### config.mk
export PLATFORM = sky130hd
export DESIGN_NAME = mem_port_arbiter
export DESIGN_NICKNAME = d
export VERILOG_FILES = /design/src/rtl/mem_port_arbiter_pkg.sv /design/src/rtl/mem_port_arbiter_rr.sv /design/src/rtl/mem_port_arbiter.sv
export SDC_FILE = /design/constraint.sdc
export NUM_CORES = 1
export LEC_CHECK = 0
export BUFFER_PORTS_ARGS = -buffer_cell sky130_fd_sc_hd__buf_2
export CAP_MARGIN = 20
export CELL_PAD_IN_SITES_DETAIL_PLACEMENT = 1
export CELL_PAD_IN_SITES_GLOBAL_PLACEMENT = 1
export CORE_ASPECT_RATIO = 1.2
export CORE_MARGIN = 2
export CORE_UTILIZATION = 34
export CTS_CLUSTER_SIZE = 14
export DETAILED_ROUTE_END_ITERATION = 8
export PLACE_DENSITY_LB_ADDON = 0.1
export RECOVER_POWER = 100
export SLEW_MARGIN = 40
export SYNTH_ARGS = -nofsm -noshare
export SYNTH_HDL_FRONTEND = slang
export SYNTH_SLANG_ARGS = --single-unit
### constraint.sdc
create_clock -name clk -period 3.8 [get_ports clk]
set_input_delay 0.38 -clock clk [delete_from_list [all_inputs] [get_ports clk]]
set_output_delay 0.38 -clock clk [all_outputs]
set_load 0.05 [all_outputs]
### src/rtl/mem_port_arbiter_pkg.sv
// Shared types for the main-memory port arbiter: FSM states, grant owner and MemoryOp encodings.
package mem_port_arbiter_pkg;

  typedef enum logic [2:0] {
    IDLE   = 3'd0,
    BUSY_I = 3'd1,
    BUSY_D = 3'd2,
    RESP_I = 3'd3,
    RESP_D = 3'd4
  } arb_state_t;

  typedef enum logic {
    GRANT_I = 1'b0,
    GRANT_D = 1'b1
  } grant_t;

  // MemoryOp encodings; bit 2 selects zero-extension for sub-word loads
  typedef enum logic [2:0] {
    MEMOP_BYTE  = 3'b000,
    MEMOP_HALF  = 3'b001,
    MEMOP_WORD  = 3'b010,
    MEMOP_BYTEU = 3'b100,
    MEMOP_HALFU = 3'b101
  } memory_op_e;

  function automatic grant_t otherSide(input grant_t g);
    return (g == GRANT_I) ? GRANT_D : GRANT_I;
  endfunction

endpackage

### src/rtl/mem_port_arbiter_rr.sv
// Two-way round-robin picker: a lone request wins outright, on contention the side
// that did not win last time goes next.
module rr_grant2
  import mem_port_arbiter_pkg::*;
(
  input  logic   iReq,
  input  logic   dReq,
  input  grant_t lastGrant,
  output logic   grantValid,
  output grant_t grant
);

  // Combinational pick from the current requests and the previous owner
  always_comb begin
    grantValid = iReq | dReq;
    grant      = otherSide(lastGrant);
    if (iReq && !dReq) begin
      grant = GRANT_I;
    end else if (dReq && !iReq) begin
      grant = GRANT_D;
    end else begin
      grant = otherSide(lastGrant);
    end
  end

endmodule

### src/rtl/mem_port_arbiter.sv
// Arbitrates the shared main-memory port between fetch refills and memory-stage loads/stores.
// Optional watchdog: define MEM_ARB_TIMEOUT_EN to abort a transaction after TIMEOUT_CYCLES BUSY cycles.
module mem_port_arbiter
  import mem_port_arbiter_pkg::*;
#(
  parameter int DATA_WIDTH     = 32,
  parameter int ADDR_WIDTH     = 32,
  parameter int TIMEOUT_CYCLES = 64
) (
  input  logic                  clk,
  input  logic                  rst_n,
  input  logic                  i_req,
  input  logic [ADDR_WIDTH-1:0] i_addr,
  output logic [DATA_WIDTH-1:0] i_rdata,
  output logic                  i_done,
  input  logic                  d_req,
  input  logic                  d_we,
  input  logic [2:0]            d_op,
  input  logic [ADDR_WIDTH-1:0] d_addr,
  input  logic [DATA_WIDTH-1:0] d_wdata,
  output logic [DATA_WIDTH-1:0] d_rdata,
  output logic                  d_done,
  output logic                  mem_req,
  output logic                  mem_we,
  output logic [2:0]            mem_op,
  output logic [ADDR_WIDTH-1:0] mem_addr,
  output logic [DATA_WIDTH-1:0] mem_wdata,
  input  logic [DATA_WIDTH-1:0] mem_rdata,
  input  logic                  mem_ready,
  output logic                  err
);

  arb_state_t            state_r;
  grant_t                lastGrant_r;
  grant_t                grant_s;
  logic                  grantValid_s;
  logic                  busy_s;
  logic                  complete_s;
  logic                  timeout_s;
  logic [DATA_WIDTH-1:0] respData_s;

  logic                  memReq_r;
  logic                  memWe_r;
  logic [2:0]            memOp_r;
  logic [ADDR_WIDTH-1:0] memAddr_r;
  logic [DATA_WIDTH-1:0] memWdata_r;
  logic [DATA_WIDTH-1:0] iRdata_r;
  logic [DATA_WIDTH-1:0] dRdata_r;
  logic                  iDone_r;
  logic                  dDone_r;

  rr_grant2 uRrGrant (
    .iReq       (i_req),
    .dReq       (d_req),
    .lastGrant  (lastGrant_r),
    .grantValid (grantValid_s),
    .grant      (grant_s)
  );

  // lastGrant_r doubles as the owner of the transaction in flight
  assign busy_s     = (state_r == BUSY_I) || (state_r == BUSY_D);
  assign complete_s = busy_s && (mem_ready || timeout_s);
  assign respData_s = mem_ready ? mem_rdata : {DATA_WIDTH{1'b0}};

`ifdef MEM_ARB_TIMEOUT_EN
  localparam int CNT_W = $clog2(TIMEOUT_CYCLES + 1);

  logic [CNT_W-1:0] busyCnt_r;
  logic             err_r;

  assign timeout_s = (busyCnt_r == CNT_W'(TIMEOUT_CYCLES - 1));

  // Watchdog counter: zero outside BUSY, so it is clear on the first cycle after a grant
  always_ff @(posedge clk) begin
    if (!rst_n) begin
      busyCnt_r <= {CNT_W{1'b0}};
    end else if (busy_s) begin
      busyCnt_r <= busyCnt_r + CNT_W'(1);
    end else begin
      busyCnt_r <= {CNT_W{1'b0}};
    end
  end

  // Sticky timeout flag, cleared only by reset
  always_ff @(posedge clk) begin
    if (!rst_n) begin
      err_r <= 1'b0;
    end else if (busy_s && timeout_s && !mem_ready) begin
      err_r <= 1'b1;
    end else begin
      err_r <= err_r;
    end
  end

  assign err = err_r;
`else
  assign timeout_s = 1'b0;
  assign err       = 1'b0;
`endif

  // Arbitration FSM; every requester- and memory-facing output is a register
  always_ff @(posedge clk) begin
    if (!rst_n) begin
      state_r     <= IDLE;
      lastGrant_r <= GRANT_D;
      memReq_r    <= 1'b0;
      memWe_r     <= 1'b0;
      memOp_r     <= 3'b000;
      memAddr_r   <= {ADDR_WIDTH{1'b0}};
      memWdata_r  <= {DATA_WIDTH{1'b0}};
      iRdata_r    <= {DATA_WIDTH{1'b0}};
      dRdata_r    <= {DATA_WIDTH{1'b0}};
      iDone_r     <= 1'b0;
      dDone_r     <= 1'b0;
    end else begin
      iDone_r <= 1'b0;
      dDone_r <= 1'b0;
      case (state_r)
        IDLE: begin
          if (grantValid_s) begin
            lastGrant_r <= grant_s;
            memReq_r    <= 1'b1;
            if (grant_s == GRANT_I) begin
              state_r    <= BUSY_I;
              memWe_r    <= 1'b0;
              memOp_r    <= MEMOP_WORD;
              memAddr_r  <= i_addr;
              memWdata_r <= {DATA_WIDTH{1'b0}};
            end else begin
              state_r    <= BUSY_D;
              memWe_r    <= d_we;
              memOp_r    <= d_op;
              memAddr_r  <= d_addr;
              memWdata_r <= d_wdata;
            end
          end
        end
        BUSY_I: begin
          if (complete_s) begin
            memReq_r <= 1'b0;
            state_r  <= RESP_I;
            iDone_r  <= 1'b1;
            iRdata_r <= respData_s;
          end
        end
        BUSY_D: begin
          if (complete_s) begin
            memReq_r <= 1'b0;
            state_r  <= RESP_D;
            dDone_r  <= 1'b1;
            // Stores leave the last load data visible to the memory stage
            if (!memWe_r) begin
              dRdata_r <= respData_s;
            end
          end
        end
        RESP_I, RESP_D: begin
          state_r <= IDLE;
        end
        default: begin
          state_r  <= IDLE;
          memReq_r <= 1'b0;
        end
      endcase
    end
  end

  assign mem_req   = memReq_r;
  assign mem_we    = memWe_r;
  assign mem_op    = memOp_r;
  assign mem_addr  = memAddr_r;
  assign mem_wdata = memWdata_r;
  assign i_rdata   = iRdata_r;
  assign d_rdata   = dRdata_r;
  assign i_done    = iDone_r;
  assign d_done    = dDone_r;

endmodule

After elaboration in Yosys (flattened, before gate mapping)
Index checks and enable logic that the tools add are counted.
{ "word_totals": {"input_bits": 137, "ff_bits": 139, "output_inout_bits": 136} }
{ "classes": {"n_eq_ne": 8, "bitwise": 3, "mux": 17, "n_reduce_logical": 16} }
{ "op_table": {"columns": ["cell", "count"], "rows": [
  ["2-to-1 mux 32 bit", 3],
  ["2-to-1 mux 3 bit", 4],
  ["case mux 3 bit (3 select lines)", 1],
  ["AND reduction 3 bit", 3],
  ["AND reduction 2 bit", 4],
  ["2-to-1 mux 1 bit", 7],
  ["== test 3 x 2 -> 1 bit (second input constant)", 2],
  ["inequality test 2 bit (second input constant)", 3],
  ["OR reduction 2 bit", 2],
  ["== test 3 x 1 -> 1 bit (second input constant)", 1],
  ["== test 3 bit (second input constant)", 1],
  ["logical AND 1 bit", 3],
  ["logical NOT 3 bit", 1],
  ["case mux 1 bit (3 select lines)", 1],
  ["logical NOT 1 bit", 2],
  ["2-to-1 mux 2 bit", 1],
  ["inequality test 2 x 1 -> 1 bit (second input constant)", 1],
  ["inverter 1 bit", 2],
  ["logical OR 1 bit", 1],
  ["bitwise OR 1 bit", 1]
]} }

Longest topological paths before layout
Gate-level depths: netlist of run 1.
{ "logic_depth": {"word_depth": 7, "depth_mapped": 7} }

Modules after synthesis
Synthesis of run 1 repeated with hierarchy kept, for this count alone.
{ "hier_totals": {"hier_cells": 625, "area_unflattened_um2": 5721.7} }
{ "modules_own_cells": {"columns": ["mod", "seq_area_each_um2", "cells_each", "n_inst", "area_each_um2"], "rows": [
  ["mem_port_arbiter", 2782.7, 621, 1, 5700.5],
  ["rr_grant2", 0.0, 4, 1, 21.3]
]} }

Least setup slack after synthesis of run 1
OpenSTA, ideal clock, no wires.
{ "synth_timing": {"path_kind": "reg2reg", "startpoint": "register memWe_r, in the netlist mem_we", "endpoint": "register dRdata_r[10], in the netlist d_rdata[10]", "t_arrival_ns": 1.459, "period_less_slack_ns": 1.576, "stages_incl_launch_ff": 6, "t_required_ns": 3.683, "slack_ns": 2.224, "cell_sequence": "dfxtp_1 or4_1 buf_2 buf_6 nand2_1 a21boi_1"} }
{ "synth_via": {"elab_chain_len": 2} }
{ "synth_lines": {"columns": ["item", "line_no", "source"], "rows": [
  ["from (decl)", "mem_port_arbiter.sv:43", "logic memWe_r;"],
  ["from (signal assigned)", "mem_port_arbiter.sv:131", "memWe_r <= d_we;"],
  ["inverter 1 bit (no line)", null, null],
  ["AND reduction 3 bit (no line)", null, null],
  ["to (signal assigned)", "mem_port_arbiter.sv:112", "dRdata_r <= {DATA_WIDTH{1'b0}};"],
  ["to (signal assigned)", "mem_port_arbiter.sv:153", "dRdata_r <= respData_s;"],
  ["to (decl)", "mem_port_arbiter.sv:48", "logic [DATA_WIDTH-1:0] dRdata_r;"]
]} }
Every way passes these cells.
A chain may end at the register's enable or synchronous reset.

Worst setup path in the final report of run 1
{ "layout_timing": {"startpoint": "register state_r[2]", "endpoint": "register iRdata_r[8], in the netlist i_rdata[8]"} }
{ "layout_via": {"elab_chain_len": 4, "word_cells_on_any_way": 5, "classes_between": "eq/ne (2); reduce/logical (3)"} }
{ "layout_lines": {"columns": ["item", "line_no", "source"], "rows": [
  ["from (decl)", "mem_port_arbiter.sv:33", "arb_state_t state_r;"],
  ["from (signal assigned)", "mem_port_arbiter.sv:104", "state_r <= IDLE;"],
  ["from (signal assigned)", "mem_port_arbiter.sv:124", "state_r <= BUSY_I;"],
  ["from (signal assigned)", "mem_port_arbiter.sv:130", "state_r <= BUSY_D;"],
  ["== test 3 x 1 -> 1 bit / == test 3 x 2 -> 1 bit (equally long branches)", "mem_port_arbiter.sv:61, mem_port_arbiter.sv:118", null],
  ["logical OR 1 bit", "mem_port_arbiter.sv:61", "assign busy_s = (state_r == BUSY_I) || (state_r == BUSY_D);"],
  ["logical AND 1 bit", "mem_port_arbiter.sv:62", "assign complete_s = busy_s && (mem_ready || timeout_s);"],
  ["AND reduction 2 bit (no line) (*)", null, null],
  ["to (signal assigned)", "mem_port_arbiter.sv:111", "iRdata_r <= {DATA_WIDTH{1'b0}};"],
  ["to (signal assigned)", "mem_port_arbiter.sv:143", "iRdata_r <= respData_s;"],
  ["to (decl)", "mem_port_arbiter.sv:47", "logic [DATA_WIDTH-1:0] iRdata_r;"]
]} }
Mark *: on every way between the ends. The rest lies on a longest branch, timed or not.

==> impl_metrics.env, run 1 <==
export IMPL_hp_class="input pin to flip-flop"
export IMPL_avgRoutedWirePerCell_um=16.4
export IMPL_setup_slack_ns=1.31
export IMPL_r2r_start="state_r[2]$_SDFFE_PN0P_"
export IMPL_fillCellCount=1993
export IMPL_synth_xor_area_share_pct=0.163
export IMPL_ctsHtreeMaxLevel=4
export IMPL_rr_endpoint="i_rdata[8]$_SDFFE_PN0P_"
export IMPL_synthAdderAreaFrac_pct=0
export IMPL_status="finished with violations"
export IMPL_antenna_found_initial=0
export IMPL_grt_pass1_vias=5793
export IMPL_netlist_instances=626
export IMPL_ys_warn_count=0
export IMPL_path_class="flip-flop to flip-flop"
export IMPL_layout_drive_gt1_share_pct=20.2
export IMPL_endpoint="i_rdata[8]$_SDFFE_PN0P_"
export IMPL_regArea_um2=2780
export IMPL_dp_hpwl_um=12600
export IMPL_period_minus_slack_ns=2.49
export IMPL_cts_sinks=139
export IMPL_timing_slew_headroom_pct=-8.47
export IMPL_required_ns=4.12
export IMPL_max_clock_freq_mhz=402
export IMPL_seq_area_frac_synth_pct=51.7
export IMPL_syn_num_nets=763
export IMPL_clkSlewWorstSetupHoldPaths_ns=0.06
export IMPL_cts_made_buffers=17
export IMPL_die_x_um=119
export IMPL_antenna_left=0
export IMPL_grt_max_degree=106
export IMPL_worst_setup_path_start_kind="flip-flop"
export IMPL_setup_viol=0
export IMPL_n_antenna_cell=0
export IMPL_timing_max_transition_violations_final=67
export IMPL_cts_path_max_buffers=2
export IMPL_yosys_area_share_simple_pct=18.0
export IMPL_synth_area_per_cell_um2=8.60
export IMPL_comb_power_share_pct=36.5
export IMPL_p_per_area_nw_per_um2=790
export IMPL_reg2reg_slack_ns=1.31
export IMPL_row_count=50
export IMPL_p_seq_share_pct=33.0
export IMPL_worst_pin_slew_ns=1.63
export IMPL_ys_seq_elements=139
export IMPL_postCtsSetupBuffers=0
export IMPL_p_int_mw=3.30
export IMPL_mostFrequentLayoutCells="nand2_1 (164), dfxtp_1 (139), clkbuf_1 (138)"
export IMPL_p_clk_share_pct=30.5
export IMPL_cts_tree="built"
export IMPL_start_util_pct=34.5
export IMPL_area_growth_pct=34.9
export IMPL_grt_overflow_total=0
export IMPL_dieArea_um2=16900
export IMPL_final_common_cell="nand2_1"
export IMPL_power_switching_mw=2.43
export IMPL_drc=0
export IMPL_viasPerCell=4.92
export IMPL_crit_path_start="state_r[2]$_SDFFE_PN0P_"
export IMPL_initialDrtViolationCount=204
export IMPL_maxCapViolations=2
export IMPL_r2r_cells=5
export IMPL_synth_compound_area_share_pct=24.7
export IMPL_hold_viol_final=0
export IMPL_num_io_pins=273
export IMPL_insertion_delay_ns=0.41
export IMPL_utilization_pct=46.6
export IMPL_final_setup_skew_ns=0.00699
export IMPL_endpoint_kind="flip-flop"
export IMPL_arrival_ns=2.81
export IMPL_cp_max_fo=33
export IMPL_synth_top_family_by_area="compound AO/OA/AOI/OAI gates"
export IMPL_synthesis_area_um2=5380
export IMPL_final_net_count=1011
export IMPL_multiInputGateArea_um2=2310
export IMPL_setup_tns_ns=0
export IMPL_rsz0062_at_grt="false"
export IMPL_cts_root_buf="clkbuf_16"
export IMPL_grt_pass1_wl_um=29000
export IMPL_cts_resized_gates=0
export IMPL_drtPass1Iterations=5
export IMPL_grtUsageTotal_pct=21.5
export IMPL_ir_drop_mv=0.343
export IMPL_violations="capacitance limit, slew limit"
export IMPL_ys_types=34
export IMPL_swShare_pct=42.3
export IMPL_whs_ns=0.209
export IMPL_dp_slack_ns=1.81
export IMPL_period_share_pct=65.5
export IMPL_gp_congestion=0.776
export IMPL_vias=5385
export IMPL_hold_buffers=0
export IMPL_numPortBuffers=271
export IMPL_drt_total_wl_um=18000
export IMPL_synth_area_mux_share_pct=0
export IMPL_p_leak_nw=2.78
export IMPL_die_h_um=142
export IMPL_core_um2=15600
export IMPL_power_mw=5.73
==> critical path: stages, from the launching register on <==
cell      delay (ns)
dfxtp_1         0.41
nor2_1          0.24
and3_1          0.18
clkbuf_1        1.18
nand2_1         0.15
a21boi_0        0.24
==> cells in the mapped netlist <==
library cell	n	area share [%]
o21a_1	2	0.28
nand2_2	1	0.12
nor2b_1	36	4.2
nand3b_1	1	0.14
buf_1	2	0.14
o31ai_1	1	0.14
and3_1	2	0.23
dfxtp_1	139	52
a21oi_1	67	6.2
clkbuf_1	27	1.9
conb_1	1	0.070
inv_1	3	0.21
a31oi_1	1	0.12
buf_6	4	0.84
a21boi_1	30	4.2
nand3_1	2	0.19
o2111ai_1	1	0.16
nand2b_1	1	0.12
nor4_4	1	0.40
and2_1	1	0.12
nor2_1	5	0.35
or4_1	2	0.28
o21ai_2	2	0.33
a21boi_0	34	4.7
a22oi_1	35	4.9
xor2_1	1	0.16
nor4bb_1	1	0.19
o21ai_0	37	3.4
nand2_1	164	11
clkbuf_2	1	0.093
a2bb2oi_1	1	0.16
buf_2	10	0.93
buf_4	9	1.3
nor3_4	1	0.30
==> metal layers <==
layer  global-route usage [%]  part of all wire (%)
met3                     5.87                   6.2
met1                     23.5                    39
met5                        0                     0
met4                     10.1                   3.1
met2                     38.4                    52
==> worst min path at each step <==
| stage | cells after the start | to | slack (ns) | start |
|---|---|---|---|---|
| 6_report | 3 | mem_addr[5]$_SDFFE_PN0P_ | 0.21 | d_addr[5] |
| 5_1_grt | 3 | mem_addr[8]$_SDFFE_PN0P_ | 0.21 | d_addr[8] |
| 4_1_cts | 3 | mem_addr[3]$_SDFFE_PN0P_ | 0.19 | d_addr[3] |
| 3_5_place_dp | 2 | d_rdata[12]$_SDFFE_PN0P_ | 0.44 | d_rdata[12]$_SDFFE_PN0P_ |
| 3_3_place_gp | 2 | d_rdata[13]$_SDFFE_PN0P_ | 0.44 | d_rdata[13]$_SDFFE_PN0P_ |
| 2_1_floorplan | 1 | state_r[1]$_SDFFE_PN0P_ | 0.48 | mem_ready |
==> power by group through the flow <==
stage          Sequential (mW)  Combinational, mW  Clock [mW]
2_1_floorplan             2.76              0.773           0
3_3_place_gp              1.90               2.12           0
3_5_place_dp              1.91               2.20           0
4_1_cts                   1.89               2.20        1.79
5_1_grt                   1.93               2.25        1.87
6_report                  1.89               2.09        1.75
==> per-stage QoR <==
| step | cells | instance area (µm²) |
|---|---|---|
| finish | 1094 | 7260 |
| global route | 1094 | 7260 |
| CTS | 1094 | 7450 |
| detailed placement | 1063 | 6820 |
| global placement | 1061 | 6800 |
| floorplan | 626 | 5380 |
==> registers in the layout, summed over array words and instances (netlist names) <==
signal / cells
lastGrant_r: 1
mem_wdata: 32
mem_req: 1
mem_op: 3
i_done: 1
d_done: 1
mem_addr: 32
d_rdata: 32
state_r: 3
mem_we: 1
i_rdata: 32
==> cells by family after synthesis <==
| family | Yosys count |
|---|---|
| compound gates | 211 |
| xor+xnor | 1 |
| buf+inv | 56 |
| flops | 139 |
| other cells | 1 |
| simple gates | 218 |
==> layout make-up <==
class                   instances  share of cell area (%)
flip-flops and latches        139                    38.3
multi-input cells             431                    31.8
repair buffers                282                    17.5
clock buffers                  19                    6.24
well taps                     208                    3.59
clock inverters                12                    2.36
inverters                       3                   0.155
(Power assumes the default switching activity.)
==> run 2: changes to the inputs <==
--- a/config.mk
+++ b/config.mk
@@ -5,13 +5,14 @@
 export SDC_FILE = /design/constraint.sdc
 export NUM_CORES = 1
 export LEC_CHECK = 0
+export ABC_AREA = 1
 export BUFFER_PORTS_ARGS = -buffer_cell sky130_fd_sc_hd__buf_2
 export CAP_MARGIN = 20
 export CELL_PAD_IN_SITES_DETAIL_PLACEMENT = 1
 export CELL_PAD_IN_SITES_GLOBAL_PLACEMENT = 1
 export CORE_ASPECT_RATIO = 1.2
 export CORE_MARGIN = 2
-export CORE_UTILIZATION = 34
+export CORE_UTILIZATION = 32
 export CTS_CLUSTER_SIZE = 14
 export DETAILED_ROUTE_END_ITERATION = 8
 export PLACE_DENSITY_LB_ADDON = 0.1
==> constraint.sdc (replaced) <==
create_clock -name clk -period 2.3 [get_ports clk]
set_input_delay 0.23 -clock clk [delete_from_list [all_inputs] [get_ports clk]]
set_output_delay 0.23 -clock clk [all_outputs]
set_load 0.05 [all_outputs]
==> run 2 against run 1 <==
  * The flow now finishes without violations
  * Global-route usage decreased by 2.3 points
  * Setup slack got worse by 0.92 ns
  * Synthesized cell count grew 19%
  * Critical path type unchanged
==> impl_metrics.env, run 2 <==
export IMPL_status="finished clean"
export IMPL_synthTopCellsByCount="nand2_1 (242), dfxtp_1 (139), nand3_1 (95)"
export IMPL_drc=0
export IMPL_dp_slack_ns=0.540
export IMPL_numPortBuffers=271
export IMPL_regArea_um2=2780
export IMPL_grt_max_degree=72
export IMPL_multiInputGateArea_um2=2390
export IMPL_drtPass1Iterations=6
export IMPL_rsz0062_at_grt="false"
export IMPL_cts_made_buffers=17
export IMPL_gp_congestion=0.733
export IMPL_vias=5794
export IMPL_ir_drop_mv=0.457
export IMPL_stdcell_count=1218
export IMPL_synth_most_common_cell="nand2_1"
export IMPL_area_growth_pct=31.5
export IMPL_dieArea_um2=18900
export IMPL_endpoint_kind="flip-flop"
export IMPL_timing_max_transition_violations_final=0
export IMPL_final_net_count=1121
export IMPL_max_clock_freq_mhz=523
export IMPL_cts_path_max_buffers=2
export IMPL_setup_slack_ns=0.388
export IMPL_ctsHtreeMaxLevel=4
export IMPL_viasPerCell=4.76
export IMPL_cts_resized_gates=0
export IMPL_ys_warn_count=0
export IMPL_core_um2=17500
export IMPL_worst_pin_slew_ns=0.862
export IMPL_final_common_cell="nand2_1"
export IMPL_cts_sinks=139
export IMPL_arrival_ns=2.26
export IMPL_power_mw=9.27
export IMPL_row_count=53
export IMPL_synth_edf_count=0
export IMPL_timing_slew_headroom_pct=42.6
export IMPL_synthesis_area_um2=5710
export IMPL_setup_tns_ns=0
export IMPL_reg2reg_slack_ns=0.39
export IMPL_required_ns=2.65
export IMPL_initialDrtViolationCount=281
export IMPL_grtUsageTotal_pct=19.2
export IMPL_period_share_pct=83.1
export IMPL_num_io_pins=273
export IMPL_p_leak_nw=3.34
export IMPL_ys_seq_elements=139
export IMPL_antenna_left=0
export IMPL_netlist_instances=742
export IMPL_ys_types=23
export IMPL_dp_cells=1184
export IMPL_mostFrequentLayoutCells="nand2_1 (243), dfxtp_1 (139), buf_2 (136)"
export IMPL_cp_max_fo=35
export IMPL_die_x_um=126
export IMPL_p_per_area_nw_per_um2=1230
export IMPL_die_h_um=150
export IMPL_hold_viol_final=0
export IMPL_drt_total_wl_um=18700
export IMPL_start_util_pct=32.6
export IMPL_dp_hpwl_um=13000
export IMPL_cts_tree="built"
export IMPL_insertion_delay_ns=0.42
export IMPL_seq_area_frac_synth_pct=48.7
export IMPL_synth_area_per_cell_um2=7.70
export IMPL_grt_pass1_wl_um=29200
export IMPL_grt_overflow_total=0
export IMPL_period_minus_slack_ns=1.91
export IMPL_yosysTopAreaCellShare_pct=48.7
export IMPL_hp_class="input pin to flip-flop"
export IMPL_yosysTopAreaCell="dfxtp_1"
export IMPL_worst_setup_path_start_kind="flip-flop"
export IMPL_syn_num_nets=879
export IMPL_path_class="flip-flop to flip-flop"
export IMPL_postCtsSetupBuffers=0
export IMPL_synthFlopType="dfxtp_1"
export IMPL_grt_pass1_vias=5678
export IMPL_antenna_found_initial=2
export IMPL_avgRoutedWirePerCell_um=15.4
export IMPL_layout_drive_gt1_share_pct=19.5
export IMPL_final_setup_skew_ns=0.00878
export IMPL_fillCellCount=2315
export IMPL_hold_buffers=1
export IMPL_ys_top_cells_by_area="dfxtp_1 (49%), nand2_1 (16%), nand3_1 (8.3%)"
export IMPL_setup_viol=0
export IMPL_cts_root_buf="clkbuf_16"
export IMPL_async_reset_ff_share_pct=0
export IMPL_clkSlewWorstSetupHoldPaths_ns=0.06
export IMPL_maxCapViolations=0
-- run 2: cell count changes after synthesis, moves of 8 or more --
cell | previous run | this run
o21a_1 | 2 | 32
o21ai_0 | 37 | 3
inv_1 | 3 | 37
nor2b_1 | 36 | 0
a21boi_0 | 34 | 0
nand3_2 | 0 | 10
nand4_1 | 0 | 33
a21boi_1 | 30 | 0
nand3_1 | 2 | 95
buf_6 | 4 | 12
a22oi_1 | 35 | 0
nand2_1 | 164 | 242
-- run 2: critical path: stages, from the launching register on --
cell and delay (ns):
dfxtp_1 0.36, inv_1 0.16, nand2_1 0.10, nor3_1 0.44, buf_4 0.48, nand3_1 0.13
a21oi_1 0.16
-- run 2: per-layer routing --
metal / global-route usage [%] / share of wire [%] / vias to the layer above / wire, µm
met4: 6.10 / 1.2 / 2 / 216
met5: 0 / 0.085 / - / 16
met2: 33.2 / 49 / 180 / 9200
li1: - / - / 2924 / -
met1: 22.5 / 42 / 2673 / 7910
met3: 6.40 / 7.4 / 15 / 1380
-- run 2: area by class of cell --
| class | instances | area share [%] |
|---|---|---|
| antenna | 1 | 0.0333 |
| clock buffer | 19 | 6.03 |
| clock inverter | 13 | 2.03 |
| inverter | 41 | 2.05 |
| multi-input combinational | 502 | 31.8 |
| sequential | 139 | 37.0 |
| tap | 220 | 3.66 |
| timing repair buffer | 283 | 17.3 |
-- run 2: kinds of logic after synthesis --
logic type      Yosys count  synth area share [%]
simple gates            396                  31.5
flops                   139                  48.7
compound gates          105                  10.6
buf+inv                 101                  9.13
other cells               1                0.0656
-- run 2: path summary, 6_finish.rpt --
check                          start  cells after the start                         to
min reg2reg  d_rdata[6]$_SDFFE_PN0P_                      2    d_rdata[6]$_SDFFE_PN0P_
max          state_r[1]$_SDFFE_PN0P_                      6  mem_wdata[8]$_SDFFE_PN0P_
min                    mem_rdata[16]                      3   i_rdata[16]$_SDFFE_PN0P_
max reg2reg  state_r[1]$_SDFFE_PN0P_                      6  mem_wdata[8]$_SDFFE_PN0P_
-- run 2: power breakdown --
part,internal [mW],switching (mW)
Combinational,0.744,2.67
Sequential,2.82,0.233
Clock,1.68,1.12
Total,5.24,4.03
-- run 2: through the flow --
step	hold WS, ns	util (%)	cell area [µm²]
floorplan	0.333	-	5710
global placement	0.443	40.5	7080
detailed placement	0.441	40.5	7080
CTS	0.00306	44.0	7700
global route	0.0128	42.9	7510
finish	0.0211	42.9	7510
